$ cat src/rtl/loader_pkg.sv
// Shared types and constants for the program loader that streams an image into RAM.
package loader_pkg;

    typedef enum logic [2:0] {
        S_IDLE,
        S_LOAD,
        S_CLEAR,
        S_RELEASE,
        S_DONE,
        S_ERROR
    } loader_state_t;

    localparam logic [7:0] LOADER_FILL_BYTE = 8'h00;

endpackage

$ cat src/rtl/program_loader_if.sv
// Byte-source handshake, RAM write port and CPU control signals of the program loader.
interface program_loader_if #(
    parameter int unsigned ADDR_W = 8,
    parameter int unsigned DATA_W = 8
);
    logic              start;
    logic              in_valid;
    logic [DATA_W-1:0] in_data;
    logic              in_last;
    logic              in_ready;
    logic              mem_we;
    logic [ADDR_W-1:0] mem_addr;
    logic [DATA_W-1:0] mem_wdata;
    logic              cpu_reset;
    logic              done;
    logic              error;

    modport master (
        input  start, in_valid, in_data, in_last,
        output in_ready, mem_we, mem_addr, mem_wdata, cpu_reset, done, error
    );

    modport slave (
        output start, in_valid, in_data, in_last,
        input  in_ready, mem_we, mem_addr, mem_wdata, cpu_reset, done, error
    );
endinterface

$ cat src/rtl/program_loader.sv
// Streams a program image into RAM while holding the CPU in reset, zero-fills the tail,
// then releases the CPU. All outputs are registered and decoded from the next state.
import loader_pkg::*;

module program_loader #(
    parameter int unsigned ADDR_W     = 8,
    parameter int unsigned DATA_W     = 8,
    parameter int unsigned MEM_DEPTH  = 256,
    parameter bit          CLEAR_TAIL = 1'b1
) (
    input logic             clk,
    input logic             reset,
    program_loader_if.master bus
);

    localparam logic [ADDR_W:0] DEPTH_C = (ADDR_W+1)'(MEM_DEPTH);
    localparam logic [ADDR_W:0] LAST_C  = (ADDR_W+1)'(MEM_DEPTH - 1);

    loader_state_t     state, state_d;
    logic [ADDR_W:0]   cnt, cnt_d, cnt_inc;
    logic              xfer;
    logic              in_ready_q, mem_we_q, cpu_reset_q, done_q, error_q;
    logic              mem_we_d;
    logic [ADDR_W-1:0] mem_addr_q, mem_addr_d;
    logic [DATA_W-1:0] mem_wdata_q, mem_wdata_d;

    assign cnt_inc = cnt + (ADDR_W+1)'(1);
    assign xfer    = bus.in_valid & in_ready_q;

    always_comb begin
        state_d     = state;
        cnt_d       = cnt;
        mem_we_d    = 1'b0;
        mem_addr_d  = mem_addr_q;
        mem_wdata_d = mem_wdata_q;
        case (state)
            S_IDLE, S_DONE, S_ERROR: begin
                if (bus.start) begin
                    state_d = S_LOAD;
                    cnt_d   = '0;
                end
            end
            S_LOAD: begin
                if (xfer) begin
                    mem_we_d    = 1'b1;
                    mem_addr_d  = cnt[ADDR_W-1:0];
                    mem_wdata_d = bus.in_data;
                    cnt_d       = cnt_inc;
                    // A last byte landing on the final address is a clean fit, not an overflow.
                    if (bus.in_last)
                        state_d = (CLEAR_TAIL && (cnt_inc < DEPTH_C)) ? S_CLEAR : S_RELEASE;
                    else if (cnt == LAST_C)
                        state_d = S_ERROR;
                end
            end
            S_CLEAR: begin
                mem_we_d    = 1'b1;
                mem_addr_d  = cnt[ADDR_W-1:0];
                mem_wdata_d = DATA_W'(LOADER_FILL_BYTE);
                cnt_d       = cnt_inc;
                if (cnt == LAST_C)
                    state_d = S_RELEASE;
            end
            S_RELEASE: state_d = S_DONE;
            default:   state_d = S_IDLE;
        endcase
    end

    always_ff @(posedge clk) begin
        if (reset) begin
            state       <= S_IDLE;
            cnt         <= '0;
            in_ready_q  <= 1'b0;
            mem_we_q    <= 1'b0;
            mem_addr_q  <= '0;
            mem_wdata_q <= '0;
            cpu_reset_q <= 1'b1;
            done_q      <= 1'b0;
            error_q     <= 1'b0;
        end else begin
            state       <= state_d;
            cnt         <= cnt_d;
            in_ready_q  <= (state_d == S_LOAD);
            mem_we_q    <= mem_we_d;
            mem_addr_q  <= mem_addr_d;
            mem_wdata_q <= mem_wdata_d;
            cpu_reset_q <= (state_d != S_DONE);
            done_q      <= (state_d == S_DONE);
            error_q     <= (state_d == S_ERROR);
        end
    end

    assign bus.in_ready  = in_ready_q;
    assign bus.mem_we    = mem_we_q;
    assign bus.mem_addr  = mem_addr_q;
    assign bus.mem_wdata = mem_wdata_q;
    assign bus.cpu_reset = cpu_reset_q;
    assign bus.done      = done_q;
    assign bus.error     = error_q;

endmodule

$ cat src/flat_wrapper.sv
// flat-port wrapper written by rule: the top's interface ports become plain ports
module program_loader_flat 
#(
    parameter int unsigned ADDR_W     = 8,
    parameter int unsigned DATA_W     = 8,
    parameter int unsigned MEM_DEPTH  = 256,
    parameter bit          CLEAR_TAIL = 1'b1
)
  (clk, reset, bus_start, bus_in_valid, bus_in_data, bus_in_last, bus_in_ready, bus_mem_we, bus_mem_addr, bus_mem_wdata, bus_cpu_reset, bus_done, bus_error);
  program_loader_if #(.ADDR_W(ADDR_W), .DATA_W(DATA_W)) bus_i ();
  input logic clk;
  input logic reset;
  input wire logic [$bits(bus_i.start)-1:0] bus_start;
  input wire logic [$bits(bus_i.in_valid)-1:0] bus_in_valid;
  input wire logic [$bits(bus_i.in_data)-1:0] bus_in_data;
  input wire logic [$bits(bus_i.in_last)-1:0] bus_in_last;
  output wire logic [$bits(bus_i.in_ready)-1:0] bus_in_ready;
  output wire logic [$bits(bus_i.mem_we)-1:0] bus_mem_we;
  output wire logic [$bits(bus_i.mem_addr)-1:0] bus_mem_addr;
  output wire logic [$bits(bus_i.mem_wdata)-1:0] bus_mem_wdata;
  output wire logic [$bits(bus_i.cpu_reset)-1:0] bus_cpu_reset;
  output wire logic [$bits(bus_i.done)-1:0] bus_done;
  output wire logic [$bits(bus_i.error)-1:0] bus_error;
  assign bus_i.start = bus_start;
  assign bus_i.in_valid = bus_in_valid;
  assign bus_i.in_data = bus_in_data;
  assign bus_i.in_last = bus_in_last;
  assign bus_in_ready = bus_i.in_ready;
  assign bus_mem_we = bus_i.mem_we;
  assign bus_mem_addr = bus_i.mem_addr;
  assign bus_mem_wdata = bus_i.mem_wdata;
  assign bus_cpu_reset = bus_i.cpu_reset;
  assign bus_done = bus_i.done;
  assign bus_error = bus_i.error;
  program_loader #(.ADDR_W(ADDR_W), .DATA_W(DATA_W), .MEM_DEPTH(MEM_DEPTH), .CLEAR_TAIL(CLEAR_TAIL)) u_core (.clk(clk), .reset(reset), .bus(bus_i));
endmodule
$ cat config.mk
export PLATFORM = sky130hd
export DESIGN_NAME = program_loader_flat
export DESIGN_NICKNAME = d
export VERILOG_FILES = /design/src/rtl/loader_pkg.sv /design/src/rtl/program_loader_if.sv /design/src/rtl/program_loader.sv /design/src/flat_wrapper.sv
export SDC_FILE = /design/constraint.sdc
export NUM_CORES = 1
export LEC_CHECK = 0
export BUFFER_PORTS_ARGS = -buffer_cell sky130_fd_sc_hd__buf_2
export CAP_MARGIN = 0
export CORE_UTILIZATION = 55
export DETAILED_ROUTE_END_ITERATION = 8
export GPL_TIMING_DRIVEN = 0
export HOLD_SLACK_MARGIN = 0.1
export PLACE_DENSITY = 0.82
export SETUP_SLACK_MARGIN = 0.3
export SLEW_MARGIN = 20
export SYNTH_ARGS = -nofsm -noshare
export SYNTH_HDL_FRONTEND = slang
export SYNTH_SLANG_ARGS = --single-unit
$ cat constraint.sdc
create_clock -name clk -period 5.4 [get_ports clk]
set_input_delay 0.54 -clock clk [delete_from_list [all_inputs] [get_ports clk]]
set_output_delay 0.54 -clock clk [all_outputs]
set_load 0.01 [all_outputs]
* After elaboration in Yosys (flattened, before gate mapping) *
Cells that the tools add are included.

storage, ports and cells
  register bits after elaboration = 33
  output and inout port bits = 21
  logic and storage cells = 46

cells by class
  $add $sub $neg = 1
  $lt $le $gt $ge = 1
  equality and inequality tests = 12
  muxes and demuxes = 16
  bitwise logic cells = 1
  reduce and logical (&&, ||, !) cells = 6

operators with widths
  cell                 number
  $pmux 8 s2           2
  $pmux 9 s3           1
  $mux 9               2
  $mux 8               2
  $mux 3               5
  $eq 3x3->1 const B   4
  $pmux 3 s4           1
  $add 9x1->9 const B  1
  $eq 9x8->1 const B   1
  $lt 9x9->1 const B   1
  $eq 3x1->1 const B   2
  $eq 3x2->1 const B   2
  $logic_not 3->1      1
  $ne 3x3->1 const B   1
  $reduce_and 3->1     1
  $reduce_bool 3->1    1
  $reduce_or 3->1      1
  $mux 1               2
  $ne 2x1->1 const B   1
  $ne 2x2->1 const B   1
  $pmux 1 s2           1
  $reduce_and 2->1     1
  $reduce_bool 2->1    1
  $and 1x1->1          1

* Longest topological paths before layout *
  depth in word-level cells = 7
  mapped depth = 9
  depth with buffers taken out = 9

* Least setup slack after synthesis *
Ideal clock, no wire load.

  path kind = flip-flop to flip-flop
  from = register u_core.cnt[0]
  to = register u_core.in_ready_q, in the netlist u_core.bus.in_ready
  setup time = 96 ps
  arrival = 1903 ps
  setup slack = 3401 ps
  stages on the path, launching flop included = 10
  path buffers = 0
  path through = dfxtp_1 -> ha_1 -> nand3_1 -> nor2_1 -> and3_1 -> ha_1 -> and4_1 -> a211oi_1 -> a21oi_1 -> nor4b_1

on the way
  word-level cells in the longest chain between the ends = 7
  elaborated cells on any way between the ends = 10

ends and longest elaborated chain
  what                    line                  text
  start, declared         program_loader.sv:20  logic [ADDR_W:0] cnt, cnt_d, cnt_inc;
  start signal, assigned  program_loader.sv:82  cnt <= cnt_d;
  $add 9x1->9             program_loader.sv:27  assign cnt_inc = cnt + (ADDR_W+1)'(1);
  $lt 9x9->1              program_loader.sv:51  state_d = (CLEAR_TAIL && (cnt_inc < DEPTH_C)) ? S_CLEAR : S_RELEASE;
  $mux 1                  program_loader.sv:51
  $mux 3                  program_loader.sv:50  if (bus.in_last)
  $mux 3                  program_loader.sv:44  if (xfer) begin
  $pmux 3 s4 (*)          program_loader.sv:36  case (state)
  $eq 3x1->1 (*)          program_loader.sv:83  in_ready_q <= (state_d == S_LOAD);
  end signal, assigned    program_loader.sv:83
  end, declared           program_loader.sv:22  logic in_ready_q, mem_we_q, cpu_reset_q, done_q, error_q;

Every way passes the cells marked *; elsewhere a longest branch is shown, timed or not.
A chain may end at the register's enable or synchronous reset.

* Worst setup path after layout *
  from = register u_core.cnt[1]
  to = register u_core.in_ready_q, in the netlist u_core.bus.in_ready

Same word-level chain as after synthesis.

==> impl_metrics.ini <==
[power_and_ir_drop]
power.share.switching = 0.222
power_leakage_uw = 0.000691
p_int_uw = 371
share_seq_of_total_power = 0.523
pwr-share-clk = 0.404
switching_power_uw = 106
ir_worst_vdd_mv = 0.214
p_per_area_nw_per_um2 = 289
p_comb_frac = 0.074
report.power.total_uw = 477

[worst_setup_path]
slowest_delay_ns = 0.39
worst_setup_path_start_kind = flop
path_buf_inv = 0
path_common_cell = sky130_fd_sc_hd__ha_1
reg2reg_setup_slack_ns = 3.08
timing.reg2reg.worst_path_depth = 9
type_of_element_capturing_the_critical_path = flop
timing.critical_path.arrival_ns = 2.56
endpoint = u_core.bus.in_ready$_SDFF_PP0_
worstPathMaxFanout = 5
worst_reg2reg_path_startpoint = u_core.cnt[1]$_SDFFE_PP0P_
cp_cell_sequence = ha_1 > nand3_1 > nor2_1 > and3_1 > ha_1 > and4_1 > a211oi_1 > a21oi_1 > nor4b_1
criticalPathCategory = flop to flop
beginning_of_the_critical_path = u_core.cnt[1]$_SDFFE_PP0P_
critical_path.reg2reg.endpoint = u_core.bus.in_ready$_SDFF_PP0_
worst-path-stages = 9
cp_top_family = simple AND/OR/NAND/NOR gates
crit_slowest_cell = sky130_fd_sc_hd__dfxtp_1
required_ns = 5.64

[detailed_routing]
via_count = 1238
drt_pass1_iterations = 4
detail_route.drc_violations = 0
routed_wl_microns = 2940
iter_0_drt_violations = 43
avgRoutedWirePerCell_microns = 13.3
via_per_inst = 5.63
drtAntennaViolNets = 0

[placement]
buffer_ports.inserted = 33
pre_cts_ws_ns = 3.14
placement.cell_area_sq_um = 1570
finalWeightedCongestion = 0.831
post-dp-hpwl_microns = 2070

[yosys]
mappedNetlistNets = 166
synth.avg_cell_area_sq_um = 9.05
synthDominantCellAreaShare = 0.484
synth.most_common_cell = sky130_fd_sc_hd__dfxtp_1
post_synth_instance_area_sq_um = 1370
ys.warnings.count = 0
async_set_or_reset_flop_fraction_in_the_synthesized_netlist = 0
synth_cells = 151
yosys.cell_types.count = 42
ys_ff_latch = 33
postSynth.topFlopCell = sky130_fd_sc_hd__dfxtp_1
number_of_enable_flip_flop_cells_after_synthesis = 0
netlist_top_cells_count = sky130_fd_sc_hd__dfxtp_1, sky130_fd_sc_hd__nand2_1, sky130_fd_sc_hd__nor2_1
netlist_top_cells_area = sky130_fd_sc_hd__dfxtp_1, sky130_fd_sc_hd__nand2_1, sky130_fd_sc_hd__nor2_1
yosysSeqAreaShare = 0.484
synth_largest_area_cell = sky130_fd_sc_hd__dfxtp_1

[timing]
layout_min_cycle_time_ns = 2.32
timing.fmax_ghz = 0.432
finalSetupTns_ns = 0
finalSetupViolations = 0
finalCritPeriodShare = 0.429
max_slew.worst_pin.slew_ns = 0.526
relSlewSlack = 0.648
worst_clock_skew_ns = 0.00776
setup_slack_ns = 3.08
unrepaired_setup_endpoints_after_global_routing = no
final-hold-violation-count = 0
finalMaxSlewViolations = 0

[cts]
post_cts_buffers = 0
cts_num_sinks = 33
holdBufCountCts = 0
tritoncts = done
post_cts.resized_instances = 0
worst_setup_hold_path_clk_slew_ns = 0.10
clk_path_buf_depth = 2
worstSkewPairLatency_ns = 0.34
cts.root.buffer_cell = sky130_fd_sc_hd__clkbuf_4
cts_inserted_buffers = 5
cts.htree.levels = 2

[hold_path]
holdPathStages = 2
hold_path.class = primary input to flop

[grt]
grt_max_degree = 11
first_pass_grt_wire_length_microns = 4750
grt_remaining_overflow = 0
use_met2 = 0.378
grt_util_all_layers = 0.249
grt_antenna_before_repair = 0
met1_usage = 0.305
globalRouteMet3Util = 0.0906
first_global_vias = 1085
top_usage_layer = met2

[run_status]
outcome = complete, no violations

[finish]
fillers = 168
multi_input_comb_area_sq_um = 661
fin_area_sq_um = 1650
drive_above_1_share = 0.255
areaGrowthSynthToFinish_pct = 20.9
layout.area.seq_sq_um = 661
final_net_count = 206
antenna-diode-count = 0

[flow_run]
cap_violations = 0

[floorplanning]
die_w_microns = 51.8
floorplan.rows = 17
die_area_sq_um = 2690
floorplan.io_pins = 34
die-height_microns = 51.8
start_util = 0.600
fp.coreArea_sq_um = 2280
[state kept, by name, summed over array words and instances, names as in the netlist]
signal / cells
u_core.bus.cpu_reset: 1
u_core.bus.done: 1
u_core.bus.error: 1
u_core.bus.in_ready: 1
u_core.bus.mem_addr: 8
u_core.bus.mem_wdata: 8
u_core.bus.mem_we: 1
u_core.cnt: 9
u_core.state: 3
[cell families (layout without fill, tap and decap cells)]
| group | count (synthesis) | after routing | synth area share |
|---|---|---|---|
| DFF | 33 | 33 | 0.484 |
| buffers and inverters | 11 | 52 | 0.0330 |
| muxes | 2 | 2 | 0.0147 |
| and+or+nand+nor | 62 | 62 | 0.232 |
| AOI/OAI and AO/OA | 41 | 41 | 0.219 |
| adders and majority gates | 2 | 2 | 0.0183 |
[final cells by class]
type	instances	area share
buffer	8	0.0205
clock buffer	7	0.0333
clock inverter	1	0.0182
inverter	3	0.00682
multi-input combinational	107	0.400
sequential	33	0.400
tap	28	0.0212
timing repair buffer	33	0.100
[cell usage in the layout, fill, tap and decap left out, types with 3 or more instances in the layout]
cell type	instances
sky130_fd_sc_hd__o21ai_0	3
sky130_fd_sc_hd__inv_1	3
sky130_fd_sc_hd__nand3_1	3
sky130_fd_sc_hd__clkbuf_4	5
sky130_fd_sc_hd__nand2_1	22
sky130_fd_sc_hd__a21boi_0	3
sky130_fd_sc_hd__dfxtp_1	33
sky130_fd_sc_hd__a22oi_1	8
sky130_fd_sc_hd__buf_2	36
sky130_fd_sc_hd__nor2_1	19
sky130_fd_sc_hd__a21oi_1	12
sky130_fd_sc_hd__clkbuf_1	6
sky130_fd_sc_hd__o21a_1	3
[stage by stage]
step / util / instances / hold WS [ns]
2_1_floorplan: - / 151 / 0.443
3_3_place_gp: 0.688 / 212 / 0.441
3_5_place_dp: 0.688 / 212 / 0.447
4_1_cts: 0.726 / 220 / 0.418
5_1_grt: 0.726 / 220 / 0.427
6_report: 0.726 / 220 / 0.433
[worst min-delay path by stage]
stage                                              startpoint                             endpoint  slack [ns]
after floorplan                    u_core.cnt[7]$_SDFFE_PP0P_  u_core.bus.mem_addr[7]$_SDFFE_PP0P_        0.44
after global placement    u_core.bus.mem_addr[7]$_SDFFE_PP0P_  u_core.bus.mem_addr[7]$_SDFFE_PP0P_        0.44
after detailed placement  u_core.bus.mem_addr[4]$_SDFFE_PP0P_  u_core.bus.mem_addr[4]$_SDFFE_PP0P_        0.45
after CTS                                               reset  u_core.bus.mem_addr[7]$_SDFFE_PP0P_        0.42
after global routing                                    reset  u_core.bus.mem_addr[7]$_SDFFE_PP0P_        0.43
final                                                   reset  u_core.bus.mem_addr[7]$_SDFFE_PP0P_        0.43
[power by group through the flow]
| stage | clock, uW | combinational (uW) | sequential [uW] |
|---|---|---|---|
| floorplan | 0 | 20.7 | 256 |
| global placement | 0 | 33.7 | 255 |
| detailed placement | 0 | 34.5 | 255 |
| CTS | 195 | 35.0 | 249 |
| global route | 206 | 38.7 | 250 |
| finish | 192 | 35.3 | 249 |
[layer usage]
layer  routed length, microns  vias up
met3                      176        7
met1                     1370      570
met5                        0        -
li1                         -      619
met2                     1310       42
met4                       72        0
(Power assumes the default switching activity.)
